## config.mk

```make
export PLATFORM = sky130hd
export DESIGN_NAME = uart_tx_serializer_flat
export DESIGN_NICKNAME = d
export VERILOG_FILES = /design/src/rtl/uart_pkg.sv /design/src/rtl/uart_tx_serializer_if.sv /design/src/rtl/uart_bit_timer.sv /design/src/rtl/uart_tx_serializer.sv /design/src/flat_wrapper.sv
export SDC_FILE = /design/constraint.sdc
export NUM_CORES = 1
export LEC_CHECK = 0
export CORE_MARGIN = 4
export CORE_UTILIZATION = 34
export DETAILED_ROUTE_END_ITERATION = 16
export PLACE_DENSITY_LB_ADDON = 0.1
export SYNTH_ARGS = -nofsm -noshare
export SYNTH_HDL_FRONTEND = slang
export SYNTH_SLANG_ARGS = --single-unit
```

## constraint.sdc

```tcl
create_clock -name CLK -period 2.1 [get_ports CLK]
set_input_delay 0.525 -clock CLK [delete_from_list [all_inputs] [get_ports CLK]]
set_output_delay 0.525 -clock CLK [all_outputs]
set_load 0.005 [all_outputs]
```

## src/rtl/uart_pkg.sv

```systemverilog
// rtl/uart_pkg.sv - shared UART state encoding and frame constants
package uart_pkg;

  typedef enum logic [2:0] {
    IDLE   = 3'd0,
    START  = 3'd1,
    DATA   = 3'd2,
    PARITY = 3'd3,
    STOP   = 3'd4
  } uart_state_e;

  localparam logic PAR_EVEN = 1'b0;
  localparam logic PAR_ODD  = 1'b1;

  localparam int DEFAULT_PRESCALE = 32;
  localparam int STOP_BITS        = 1;

endpackage

```

## src/rtl/uart_tx_serializer_if.sv

```systemverilog
// rtl/uart_tx_serializer_if.sv - request and serial-line signals of the TX serializer
interface uart_tx_serializer_if #(
  parameter int DATA_WIDTH     = 8,
  parameter int PRESCALE_WIDTH = 6
);

  logic [DATA_WIDTH-1:0]     P_DATA;
  logic                      DATA_VALID;
  logic                      PAR_EN;
  logic                      PAR_TYP;
  logic [PRESCALE_WIDTH-1:0] PRESCALE;
  logic                      TX_OUT;
  logic                      BUSY;
  logic                      TX_DONE;

  modport master (
    output P_DATA, DATA_VALID, PAR_EN, PAR_TYP, PRESCALE,
    input  TX_OUT, BUSY, TX_DONE
  );

  modport slave (
    input  P_DATA, DATA_VALID, PAR_EN, PAR_TYP, PRESCALE,
    output TX_OUT, BUSY, TX_DONE
  );

endinterface

```

## src/rtl/uart_bit_timer.sv

```systemverilog
// rtl/uart_bit_timer.sv - bit-cycle counter running 0..p-1, shared with the RX oversampler
module uart_bit_timer #(
  parameter int WIDTH = 7
) (
  input  logic             clk,
  input  logic             rst,
  input  logic             load,
  input  logic [WIDTH-1:0] p,
  output logic             last_cycle,
  output logic [WIDTH-1:0] count
);

  assign last_cycle = (count == p - WIDTH'(1));

  always_ff @(posedge clk) begin
    if (rst || load) begin
      count <= '0;
    end else if (last_cycle) begin
      count <= '0;
    end else begin
      count <= count + WIDTH'(1);
    end
  end

endmodule

```

## src/rtl/uart_tx_serializer.sv

```systemverilog
// rtl/uart_tx_serializer.sv - start/data/parity/stop frame serializer with per-frame prescale
module uart_tx_serializer
  import uart_pkg::*;
#(
  parameter int DATA_WIDTH     = 8,
  parameter int PRESCALE_WIDTH = 6
) (
  input  logic                 CLK,
  input  logic                 RST,
  uart_tx_serializer_if.slave  bus
);

  localparam int PW = PRESCALE_WIDTH + 1;
  localparam int IW = (DATA_WIDTH > 1) ? $clog2(DATA_WIDTH) : 1;

  localparam logic [2:0] S_IDLE   = IDLE;
  localparam logic [2:0] S_START  = START;
  localparam logic [2:0] S_DATA   = DATA;
  localparam logic [2:0] S_PARITY = PARITY;
  localparam logic [2:0] S_STOP   = STOP;

  logic [2:0]            state;
  logic [DATA_WIDTH-1:0] shreg;
  logic                  par_en_r;
  logic                  par_bit_r;
  logic [PW-1:0]         p_lat;
  logic [IW-1:0]         bit_idx;
  logic                  tx_out_r;
  logic                  busy_r;
  logic                  tx_done_r;

  logic                  last_cycle;
  logic [PW-1:0]         count;
  logic                  timer_load;
  logic [PW-1:0]         p_req;
  logic                  last_bit;
  logic                  to_stop;

  // A zero prescale encodes the full 2**PRESCALE_WIDTH cycles per bit.
  assign p_req      = (bus.PRESCALE == '0) ? PW'(2**PRESCALE_WIDTH) : PW'(bus.PRESCALE);
  assign timer_load = (state == S_IDLE);
  assign last_bit   = (bit_idx == IW'(DATA_WIDTH - 1));
  assign to_stop    = last_cycle &&
                      (((state == S_DATA) && last_bit && !par_en_r) || (state == S_PARITY));

  uart_bit_timer #(
    .WIDTH(PW)
  ) u_bit_timer (
    .clk       (CLK),
    .rst       (RST),
    .load      (timer_load),
    .p         (p_lat),
    .last_cycle(last_cycle),
    .count     (count)
  );

  always_ff @(posedge CLK) begin
    if (RST) begin
      state     <= S_IDLE;
      shreg     <= '0;
      par_en_r  <= 1'b0;
      par_bit_r <= 1'b0;
      p_lat     <= '0;
      bit_idx   <= '0;
      tx_out_r  <= 1'b1;
      busy_r    <= 1'b0;
      tx_done_r <= 1'b0;
    end else begin
      // TX_DONE is registered, so it is raised one edge ahead of the final STOP cycle.
      tx_done_r <= (to_stop && (p_lat == PW'(1))) ||
                   ((state == S_STOP) && !last_cycle && (count == p_lat - PW'(2)));

      case (state)
        S_IDLE: begin
          if (bus.DATA_VALID) begin
            shreg     <= bus.P_DATA;
            par_en_r  <= bus.PAR_EN;
            par_bit_r <= (bus.PAR_TYP == PAR_ODD) ? ~^bus.P_DATA : ^bus.P_DATA;
            p_lat     <= p_req;
            bit_idx   <= '0;
            state     <= S_START;
            tx_out_r  <= 1'b0;
            busy_r    <= 1'b1;
          end
        end
        S_START: begin
          if (last_cycle) begin
            state    <= S_DATA;
            tx_out_r <= shreg[0];
          end
        end
        S_DATA: begin
          if (last_cycle) begin
            if (!last_bit) begin
              bit_idx  <= bit_idx + IW'(1);
              shreg    <= shreg >> 1;
              tx_out_r <= shreg[1];
            end else if (par_en_r) begin
              state    <= S_PARITY;
              tx_out_r <= par_bit_r;
            end else begin
              state    <= S_STOP;
              tx_out_r <= 1'b1;
            end
          end
        end
        S_PARITY: begin
          if (last_cycle) begin
            state    <= S_STOP;
            tx_out_r <= 1'b1;
          end
        end
        S_STOP: begin
          if (last_cycle) begin
            state    <= S_IDLE;
            busy_r   <= 1'b0;
            tx_out_r <= 1'b1;
          end
        end
        default: begin
          state    <= S_IDLE;
          busy_r   <= 1'b0;
          tx_out_r <= 1'b1;
        end
      endcase
    end
  end

  assign bus.TX_OUT  = tx_out_r;
  assign bus.BUSY    = busy_r;
  assign bus.TX_DONE = tx_done_r;

endmodule

```

## src/flat_wrapper.sv

```systemverilog
// flat-port wrapper written by rule: the top's interface ports become plain ports
module uart_tx_serializer_flat import uart_pkg::*;
#(
  parameter int DATA_WIDTH     = 8,
  parameter int PRESCALE_WIDTH = 6
)
  (CLK, RST, bus_P_DATA, bus_DATA_VALID, bus_PAR_EN, bus_PAR_TYP, bus_PRESCALE, bus_TX_OUT, bus_BUSY, bus_TX_DONE);
  uart_tx_serializer_if #(.DATA_WIDTH(DATA_WIDTH), .PRESCALE_WIDTH(PRESCALE_WIDTH)) bus_i ();
  input  logic CLK;
  input  logic RST;
  input wire logic [$bits(bus_i.P_DATA)-1:0] bus_P_DATA;
  input wire logic [$bits(bus_i.DATA_VALID)-1:0] bus_DATA_VALID;
  input wire logic [$bits(bus_i.PAR_EN)-1:0] bus_PAR_EN;
  input wire logic [$bits(bus_i.PAR_TYP)-1:0] bus_PAR_TYP;
  input wire logic [$bits(bus_i.PRESCALE)-1:0] bus_PRESCALE;
  output wire logic [$bits(bus_i.TX_OUT)-1:0] bus_TX_OUT;
  output wire logic [$bits(bus_i.BUSY)-1:0] bus_BUSY;
  output wire logic [$bits(bus_i.TX_DONE)-1:0] bus_TX_DONE;
  assign bus_i.P_DATA = bus_P_DATA;
  assign bus_i.DATA_VALID = bus_DATA_VALID;
  assign bus_i.PAR_EN = bus_PAR_EN;
  assign bus_i.PAR_TYP = bus_PAR_TYP;
  assign bus_i.PRESCALE = bus_PRESCALE;
  assign bus_TX_OUT = bus_i.TX_OUT;
  assign bus_BUSY = bus_i.BUSY;
  assign bus_TX_DONE = bus_i.TX_DONE;
  uart_tx_serializer #(.DATA_WIDTH(DATA_WIDTH), .PRESCALE_WIDTH(PRESCALE_WIDTH)) u_core (.CLK(CLK), .RST(RST), .bus(bus_i));
endmodule
```

Word-level counts from Yosys, hierarchy flattened
Index checks and enable logic that the tools add are counted.
{"block": "totals", "register_bits": 33, "input_bits": 19, "output_inout_bits": 3, "wordCells": 83}
{"block": "classes", "addsub": 4, "eq_ne": 16, "muxes": 28, "n_bitwise": 1, "n_reduce_logical": 24}
{"operator": "$mux 3", "n": 10}
{"operator": "$mux 8", "n": 3}
{"operator": "$pmux 8 s2", "n": 1}
{"operator": "$pmux 3 s5", "n": 1}
{"operator": "$eq 7x7->1", "n": 2}
{"operator": "$ne 2x1->1 const B", "n": 6}
{"operator": "$mux 1", "n": 9}
{"operator": "$reduce_and 4->1", "n": 2}
{"operator": "$reduce_xnor 8->1", "n": 1}
{"operator": "$reduce_xor 8->1", "n": 1}
{"operator": "$add 7x1->7 const B", "n": 1}
{"operator": "$eq 7x1->1 const B", "n": 1}
{"operator": "$mux 7", "n": 1}
{"operator": "$sub 7x1->7 const B", "n": 1}
{"operator": "$sub 7x2->7 const B", "n": 1}
{"operator": "$eq 3x2->1 const B", "n": 2}
{"operator": "$eq 3x3->1 const B", "n": 2}
{"operator": "$logic_and 1x1->1", "n": 6}
{"operator": "$logic_not 6->1", "n": 1}
{"operator": "$pmux 3 s2", "n": 1}
{"operator": "$reduce_and 6->1", "n": 1}
{"operator": "$ne 2x2->1 const B", "n": 2}
{"operator": "$pmux 1 s4", "n": 1}
{"operator": "$reduce_or 2->1", "n": 2}
{"operator": "11 further kinds", "n": 14}

Logic depth before layout (Yosys ltp)
Gate-level depths: netlist of run 1.
{"block": "logic_depth", "depth_word": 7, "depth_mapped": 9, "mapped_depth_nobuf": 8}

By module
Synthesis of run 1 repeated with hierarchy kept, for this count alone.
{"block": "unflattened", "hier_cells": 231, "hier_area_um2": 2030.7}
{"module": "uart_tx_serializer", "instances": 1, "cells_per_inst": 171, "area_each_um2": 1477.7, "seq_area_each_um2": 520.5}
{"module": "uart_bit_timer", "instances": 1, "cells_per_inst": 60, "area_each_um2": 553.0, "seq_area_each_um2": 140.1}

Worst setup path after synthesis of run 1
Ideal clock, no wire load.
{"block": "synth_timing", "path_type": "reg-to-reg", "from": "register u_core.p_lat[0]", "to": "register u_core.shreg[0]", "setup_time_ns": 0.121, "arrival_ns": 2.124, "required_time_ns": 1.979, "slack_ns": -0.145, "path_stages_with_launch": 8, "path_buffers": 0, "synth_period_minus_slack_ns": 2.245, "path_cell_list": "dfxtp_1 inv_1 ha_1 xnor2_1 a2111o_1 nor4b_4 o21ai_4 mux2_4"}
{"block": "synth_via", "elab_chain_cells": 4}
{"item": "from (decl)", "line": "uart_tx_serializer.sv:26", "rtl": "logic [PW-1:0] p_lat;"}
{"item": "from (signal assigned)", "line": "uart_tx_serializer.sv:79", "rtl": "p_lat <= p_req;"}
{"item": "$sub 7x1->7", "line": "uart_bit_timer.sv:13", "rtl": "assign last_cycle = (count == p - WIDTH'(1));"}
{"item": "$eq 7x7->1", "line": "uart_bit_timer.sv:13"}
{"item": "$ne 2x1->1 (no source line)"}
{"item": "$reduce_and 4->1 (no source line)"}
{"item": "to (signal assigned)", "line": "uart_tx_serializer.sv:76", "rtl": "shreg <= bus.P_DATA;"}
{"item": "to (signal assigned)", "line": "uart_tx_serializer.sv:96", "rtl": "shreg <= shreg >> 1;"}
{"item": "to (decl)", "line": "uart_tx_serializer.sv:23", "rtl": "logic [DATA_WIDTH-1:0] shreg;"}
No other way between the ends.
A chain may end at the register's enable or synchronous reset.

Worst setup path after layout of run 1
{"block": "layout_timing", "from": "register u_core.p_lat[2]", "to": "register u_core.tx_out_r (netlist: u_core.bus.TX_OUT)"}
{"block": "layout_via", "elab_chain_cells": 4, "word_cells_on_any_way": 6, "classes_between": "1 x add/sub; 4 x eq/ne; 1 x reduce/logical"}
{"item": "$sub 7x1->7 *", "line": "uart_bit_timer.sv:13"}
{"item": "$eq 7x7->1 *", "line": "uart_bit_timer.sv:13"}
{"item": "$ne 2x1->1 (no source line)"}
{"item": "$reduce_and 4->1 (no source line) *"}
{"item": "to (signal assigned)", "line": "uart_tx_serializer.sv:89", "rtl": "tx_out_r <= shreg[0];"}
{"item": "to (signal assigned)", "line": "uart_tx_serializer.sv:97", "rtl": "tx_out_r <= shreg[1];"}
{"item": "to (signal assigned)", "line": "uart_tx_serializer.sv:100", "rtl": "tx_out_r <= par_bit_r;"}
{"item": "to (decl)", "line": "uart_tx_serializer.sv:28", "rtl": "logic tx_out_r;"}
Mark *: on every way between the ends. The rest lies on a longest branch, timed or not.

==> reports/qor.txt, run 1 <==
Peak VDD IR: 0.2655 mV
H-tree Lvls: 2
RSZ-0062 raised after global routing: true
Setup ws final: -0.05090 ns
Die width: 84.71 um
Vias/cell: 4.856
1st-iter DRT viols: 67
Cell count after synthesis: 236
Sequential power share: 44.9%
Root buffer cell: clkbuf_8
Synthesized Nets: 262
RR Startpoint: u_core.p_lat[2]
Fin crit period: 2.151 ns
Clock latency on the worst-skew pair: 0.29 ns
First-pass detailed-route iteration total: 4
Die H: 84.71 um
Core area: 0.005608 mm^2
Fin Setup TNS: -0.3133 ns
NumNets Final: 307
Dpl ws: -0.1308 ns
Routed Wire Length: 4766 um
Pwr dens: 562.3 mW/mm^2
Hold path startpoint: u_core.par_bit_r
# setup viols final: 13
CP startpoint kind: register
MaxCap Viol Count: 0
Skew final: 0.003784 ns
DP Cell Count: 340
Cells on Worst Hold Path: 2
Nature of the critical path endpoint: register
Leak: 1.067 nW
Largest net degree at the start of global routing: 32
Final GP Congestion: 0.8098
Final std cells w/o fill: 353
Cell Area, Synth: 0.002001 mm^2
CP startpoint: u_core.p_lat[2]
# port buffers: 21
Hold_ws: 0.4684 ns
#FFs+latches synth: 33
YS warnings: 0
Worst Path Max Fanout: 5
CTS tree: done
Worst path required time: 2.28 ns
Gr usage total: 14.17%
Tcrit/Tclk final: 102.4%
Share of layout cells above drive strength 1: 25.98%
I/O Pins: 22
Internal power: 1.102 mW
Slew Limit Fails: 0
Worst-Margin Slew: 0.3986 ns
F_max: 0.4649 GHz
Post-synth top area share: 33.02%
Remaining DRCs: 0
Status: finished, violations left
Total CTS buffers: 5
Async SR Flop Fraction: 0%
Die area: 0.007176 mm^2
Row count: 27
Hold Crit Class: reg -> reg
CTS Buffer Depth: 2
Logic pwr share: 22.6%
Vias: 1,714
Initial antenna violation count: 0
Primary FF master, synth: dfxtp_1
Relative slew slack: 73.22%
Post-synth EDFFs: 0
Area grow syn2layout: 33.83%
Setup slack, reg-to-reg: -0.05 ns
Violated checks: setup timing
Vias in the first global route: 1,727
First-pass GRT wire length: 8142 um
Initial core utilization: 35.68%
R2R depth: 8
Syn Area/Cell: 8.477 um^2
Cell taking the most area after synthesis: dfxtp_1
Post-DP HPWL: 3516 um
Worst Hold End: u_core.par_bit_r
Cell variety after synth: 52
Clock-pin slew of the registers on the worst-case setup and hold paths: 0.07 ns
Final hold violations: 0
Seq/Total Area, Yosys: 33.02%
Arrival @ worst endpoint: 2.33 ns
Critical path class: reg -> reg
Switch Pwr: 0.4034 mW
ANT nets after route: 0
Hold Buf Count CTS: 0
Switching share of power: 26.79%
R2r endpoint: u_core.bus.TX_OUT
Drt wl/cell: 13.50 um
Grt total ovfl: 0
Sink Count: 33
Area contributors post-synth: dfxtp_1 (33%), xnor2_1 (6.6%), nand2_1 (6.4%)
Clk pwr share: 32.5%
# diodes: 0
-- cell type report --
class | count | area [um^2]
Tap cell | 72 | 90.09
Sequential cell | 33 | 668.1
Fill cell | 574 | 2930
Inverter | 7 | 31.28
Timing Repair Buffer | 52 | 455.4
Multi-Input combinational cell | 182 | 1346
Clock buffer | 7 | 86.33
-- worst max-delay path by stage --
stage                        end  slack, ns  cells past startpoint
2_1_floorplan    u_core.shreg[0]      -0.07                      8
4_1_cts          u_core.shreg[3]      -0.06                      9
3_3_place_gp     u_core.shreg[3]      -0.09                      8
5_1_grt        u_core.bus.TX_OUT      -0.14                     11
3_5_place_dp   u_core.bus.TX_OUT      -0.13                     10
6_report       u_core.bus.TX_OUT      -0.05                      8
-- cells by family (layout without fill, tap and decap cells) --
group	after synthesis	after routing	synth area share, %
adder cells (fa/ha/maj)	8	8	4.878
AO/OA/AOI/OAI	45	46	15.76
XOR/XNOR	24	24	10.51
AND/OR/NAND/NOR	97	97	25.02
flip-flops	33	33	33.02
buffers and inverters	22	66	5.566
multiplexers	7	7	5.253
-- stage by stage --
stage | util (%) | instance area [um^2] | power [mW]
finish | 47.75 | 2678 | 1.505
global route | 47.75 | 2678 | 1.589
CTS | 46.92 | 2631 | 1.518
detailed placement | 43.60 | 2445 | 0.9966
global placement | 43.60 | 2445 | 0.9973
floorplan | - | 2034 | 0.8784
-- routing by layer --
metal  GRT usage [%]  routed length [um]  vias up
met1           19.08                2431      784
met4           5.612                 101        0
li1                -                   -      897
met5               0                   0        -
met2           21.99                2100       25
met3           3.042                 133        8
-- power by group through the flow --
stage | sequential [mW] | clock (mW) | combinational [mW]
floorplan | 0.683 | 0 | 0.195
global placement | 0.690 | 0 | 0.307
detailed placement | 0.690 | 0 | 0.307
CTS | 0.676 | 0.508 | 0.333
global route | 0.681 | 0.536 | 0.373
finish | 0.676 | 0.489 | 0.340
-- synthesized netlist by cell type (2+ instances only) --
cell and n:
a21oi_1 21, and2_1 3, and3_1 2, buf_2 2, buf_6 3, clkbuf_1 9
dfxtp_1 33, ha_1 7, inv_1 7, mux2_4 7, nand2_1 34, nand2b_1 2
nand3_1 5, nand4_1 3, nor2_1 18, nor2b_1 12, nor3_1 3, nor4_1 2
o21a_1 2, o21ai_0 4, o2bb2ai_1 2, or2_2 2, or3_1 2, xnor2_1 15
xor2_1 9
-- flip-flops by register name, summed over array words and instances (netlist names) --
signal and count:
u_core.par_bit_r 1, u_core.par_en_r 1, u_core.bit_idx 3, u_core.bus.TX_OUT 1, u_core.p_lat 7, u_core.state 3, u_core.shreg 8, u_core.bus.BUSY 1
u_core.u_bit_timer.count 7, u_core.bus.TX_DONE 1
-- cells in the final DEF (no fill, tap or decap), types with 2 or more instances in the layout --
master / n
nor2_2: 4
clkbuf_8: 6
and2_1: 3
and3_1: 2
nand2b_1: 2
dfxtp_1: 29
buf_6: 4
inv_1: 5
o21ai_0: 3
xnor2_1: 15
o2bb2ai_2: 2
mux2_4: 7
inv_4: 2
nor3_1: 3
or2_2: 2
nor2_1: 14
dfxtp_2: 3
nor4_1: 2
o21ai_1: 2
nand3_1: 5
buf_4: 26
clkdlybuf4s50_1: 21
xor2_1: 8
ha_4: 3
o21a_1: 2
nand4_1: 3
a21oi_1: 21
nand2_1: 33
nor2b_1: 12
ha_1: 4
o21ai_4: 2
-- worst max-delay path, stage by stage, from the launching register on --
cell     delay (ns)
dfxtp_4        0.36
or4_4          0.56
nor2_4         0.11
xnor2_1        0.07
nor4b_4        0.14
buf_6          0.15
buf_6          0.12
maj3_1         0.32
o221a_1        0.20
-- timing repair --
item	4_1_cts	5_1_grt
setup buffers	4	1
pin swaps	10	8
gates resized for setup	15	9
cloned	2	0
endpoints found under the setup margin	21	24
(Power assumes the default switching activity.)
==> run 2, diff against run 1 <==
--- a/config.mk
+++ b/config.mk
@@ -8,7 +8,6 @@
 export CORE_MARGIN = 4
 export CORE_UTILIZATION = 34
 export DETAILED_ROUTE_END_ITERATION = 16
-export PLACE_DENSITY_LB_ADDON = 0.1
 export SYNTH_ARGS = -nofsm -noshare
 export SYNTH_HDL_FRONTEND = slang
 export SYNTH_SLANG_ARGS = --single-unit
==> reports/qor.txt, run 2 (synthesis results as in run 1) <==
Status: finished, violations left
Violated checks: setup timing
Largest stage delay on the critical path: 0.35 ns
Setup slack, reg-to-reg: -0.03 ns
# diodes: 0
Max reg flops: 8
Fin crit period: 2.130 ns
ANT nets after route: 0
Logic pwr share: 22.4%
Share of layout cells above drive strength 1: 24.73%
Clock latency on the worst-skew pair: 0.29 ns
Total CTS buffers: 5
Drt wl/cell: 13.31 um
Vias: 1,766
Fillcell total: 579
Pwr dens: 561.3 mW/mm^2
Row count: 27
Cells along the critical path: inv_4 > ha_2 > a21boi_4 > buf_4 > nand2_1 > xor2_2 > nor4b_4 > buf_4 > o21ai_4 > mux2_4
Cell family with most CP delay: buffers and inverters
Switching share of power: 27.54%
Clock-pin slew of the registers on the worst-case setup and hold paths: 0.07 ns
Cell mode on critical path: buf_4
Die H: 84.71 um
H-tree Lvls: 2
Grt total ovfl: 0
Biggest register: u_core.shreg
Gr usage total: 13.80%
Nature of the critical path endpoint: register
1st-iter DRT viols: 100
Skew final: 0.008366 ns
Arrival @ worst endpoint: 2.31 ns
Die area: 0.007176 mm^2
Sink Count: 33
F_max: 0.4694 GHz
# setup viols final: 7
Die width: 84.71 um
Commonest non-fill, non-tap cell in the layout: nand2_1
Slew Limit Fails: 0
Initial core utilization: 35.68%
Routed Wire Length: 4724 um
WL met3: 157 um
Vias in the first global route: 1,780
Detailed-routing wirelength on met1: 2303 um
Hold path startpoint: u_core.par_en_r
Slowest cell on the critical path: dfxtp_2
Final core utilization: 46.74%
NumNets Final: 308
First-pass GRT wire length: 7976 um
RSZ-0062 raised after global routing: true
Leak: 1.057 nW
Routed length on met2: 2185 um
Top Registers: u_core.shreg x8, u_core.p_lat x7, u_core.u_bit_timer.count x7
Critical path class: reg -> reg
Worst Path Max Fanout: 5
CTS Buffer Depth: 2
Post-DP HPWL: 3543 um
Initial antenna violation count: 0
CTS tree: done
MaxCap Viol Count: 0
Sequential power share: 45.7%
Hold Crit Class: reg -> reg
Largest net degree at the start of global routing: 14
Worst-Margin Slew: 0.4026 ns
First-pass detailed-route iteration total: 4
Final hold violations: 0
# port buffers: 21
Remaining DRCs: 0
Switch Pwr: 0.4052 mW
Power, Total: 1.471 mW
Uppermost routed layer: met4
Worst path required time: 2.28 ns
Clk pwr share: 31.8%
Internal power: 1.066 mW
CP startpoint: u_core.p_lat[1]
Core area: 0.005608 mm^2
Vias/cell: 4.975
Commonest cells after routing, fill and taps aside: nand2_1 (34), buf_4 (32), dfxtp_1 (30)
Tcrit/Tclk final: 101.4%
Relative slew slack: 72.97%
CP Buf/Inv Count: 3
Final GP Congestion: 0.8484
Peak VDD IR: 0.3912 mV
I/O Pins: 22
Setup ws final: -0.03034 ns
RR Startpoint: u_core.p_lat[1]
Area grow syn2layout: 31.02%
Root buffer cell: clkbuf_8
CP startpoint kind: register
[run 2: cell types whose count changed in the layout (fill, tap and decap cells not counted), sizes merged]
cell,previous run,this run
clkbuf,7,6
buf,31,32
clkinv,0,2
[run 2: worst reg2reg max path: stages (launching register included)]
cell      delay (ns)
dfxtp_2         0.35
inv_4           0.06
ha_2            0.20
a21boi_4        0.15
buf_4           0.12
nand2_1         0.07
xor2_2          0.17
nor4b_4         0.28
buf_4           0.19
o21ai_4         0.10
mux2_4          0.32
[run 2: area by class of cell]
cell class                      instances  area, um^2  share of cell area (%)
Clock buffer                            6       72.57                   2.769
Clock inverter                          2       10.01                  0.3819
Inverter                                7       28.78                   1.098
Multi-Input combinational cell        182        1305                   49.79
Sequential cell                        33       664.4                   25.35
Tap cell                               72       90.09                   3.437
Timing Repair Buffer                   53       450.4                   17.18
[run 2: per-layer routing]
metal,vias up,GRT usage (%)
met5,-,0
met4,0,5.612
met3,7,3.042
met2,25,23.20
met1,831,16.98
li1,903,-
[run 2: power groups by stage]
stage          Sequential (mW)  Clock (mW)  Combinational [mW]
3_3_place_gp             0.687           0               0.309
3_5_place_dp             0.687           0               0.311
5_1_grt                  0.676       0.502               0.363
6_report                 0.673       0.468               0.330
2_1_floorplan            0.683           0               0.195
4_1_cts                  0.673       0.478               0.331
[run 2: what timing repair did]
item | CTS | global route
gates resized for setup | 5 | 3
cloned | 1 | 0
hold buffers | 0 | 0
buffers inserted | 4 | 0
pin swaps | 2 | 1
setup endpoints to repair | 21 | 21
[run 2: path summary, 6_finish.rpt]
| kind | end | depth (start not counted) |
|---|---|---|
| min reg2reg | u_core.par_en_r | 2 |
| max reg2reg | u_core.shreg[4] | 10 |
| min | u_core.par_en_r | 2 |
| max | u_core.shreg[4] | 10 |
[run 2: metrics by stage]
stage | worst slack (ns) | TNS [ns] | cells | hold slack (ns) | instance area (um^2)
CTS | -0.01347 | -0.03527 | 355 | 0.4839 | 2614
floorplan | -0.07115 | -0.5048 | 236 | 0.4287 | 2034
global route | -0.1475 | -1.437 | 355 | 0.5129 | 2621
detailed placement | -0.1323 | -1.782 | 342 | 0.4742 | 2460
finish | -0.03034 | -0.1413 | 355 | 0.4816 | 2621
global placement | -0.06913 | -0.8550 | 342 | 0.4662 | 2460
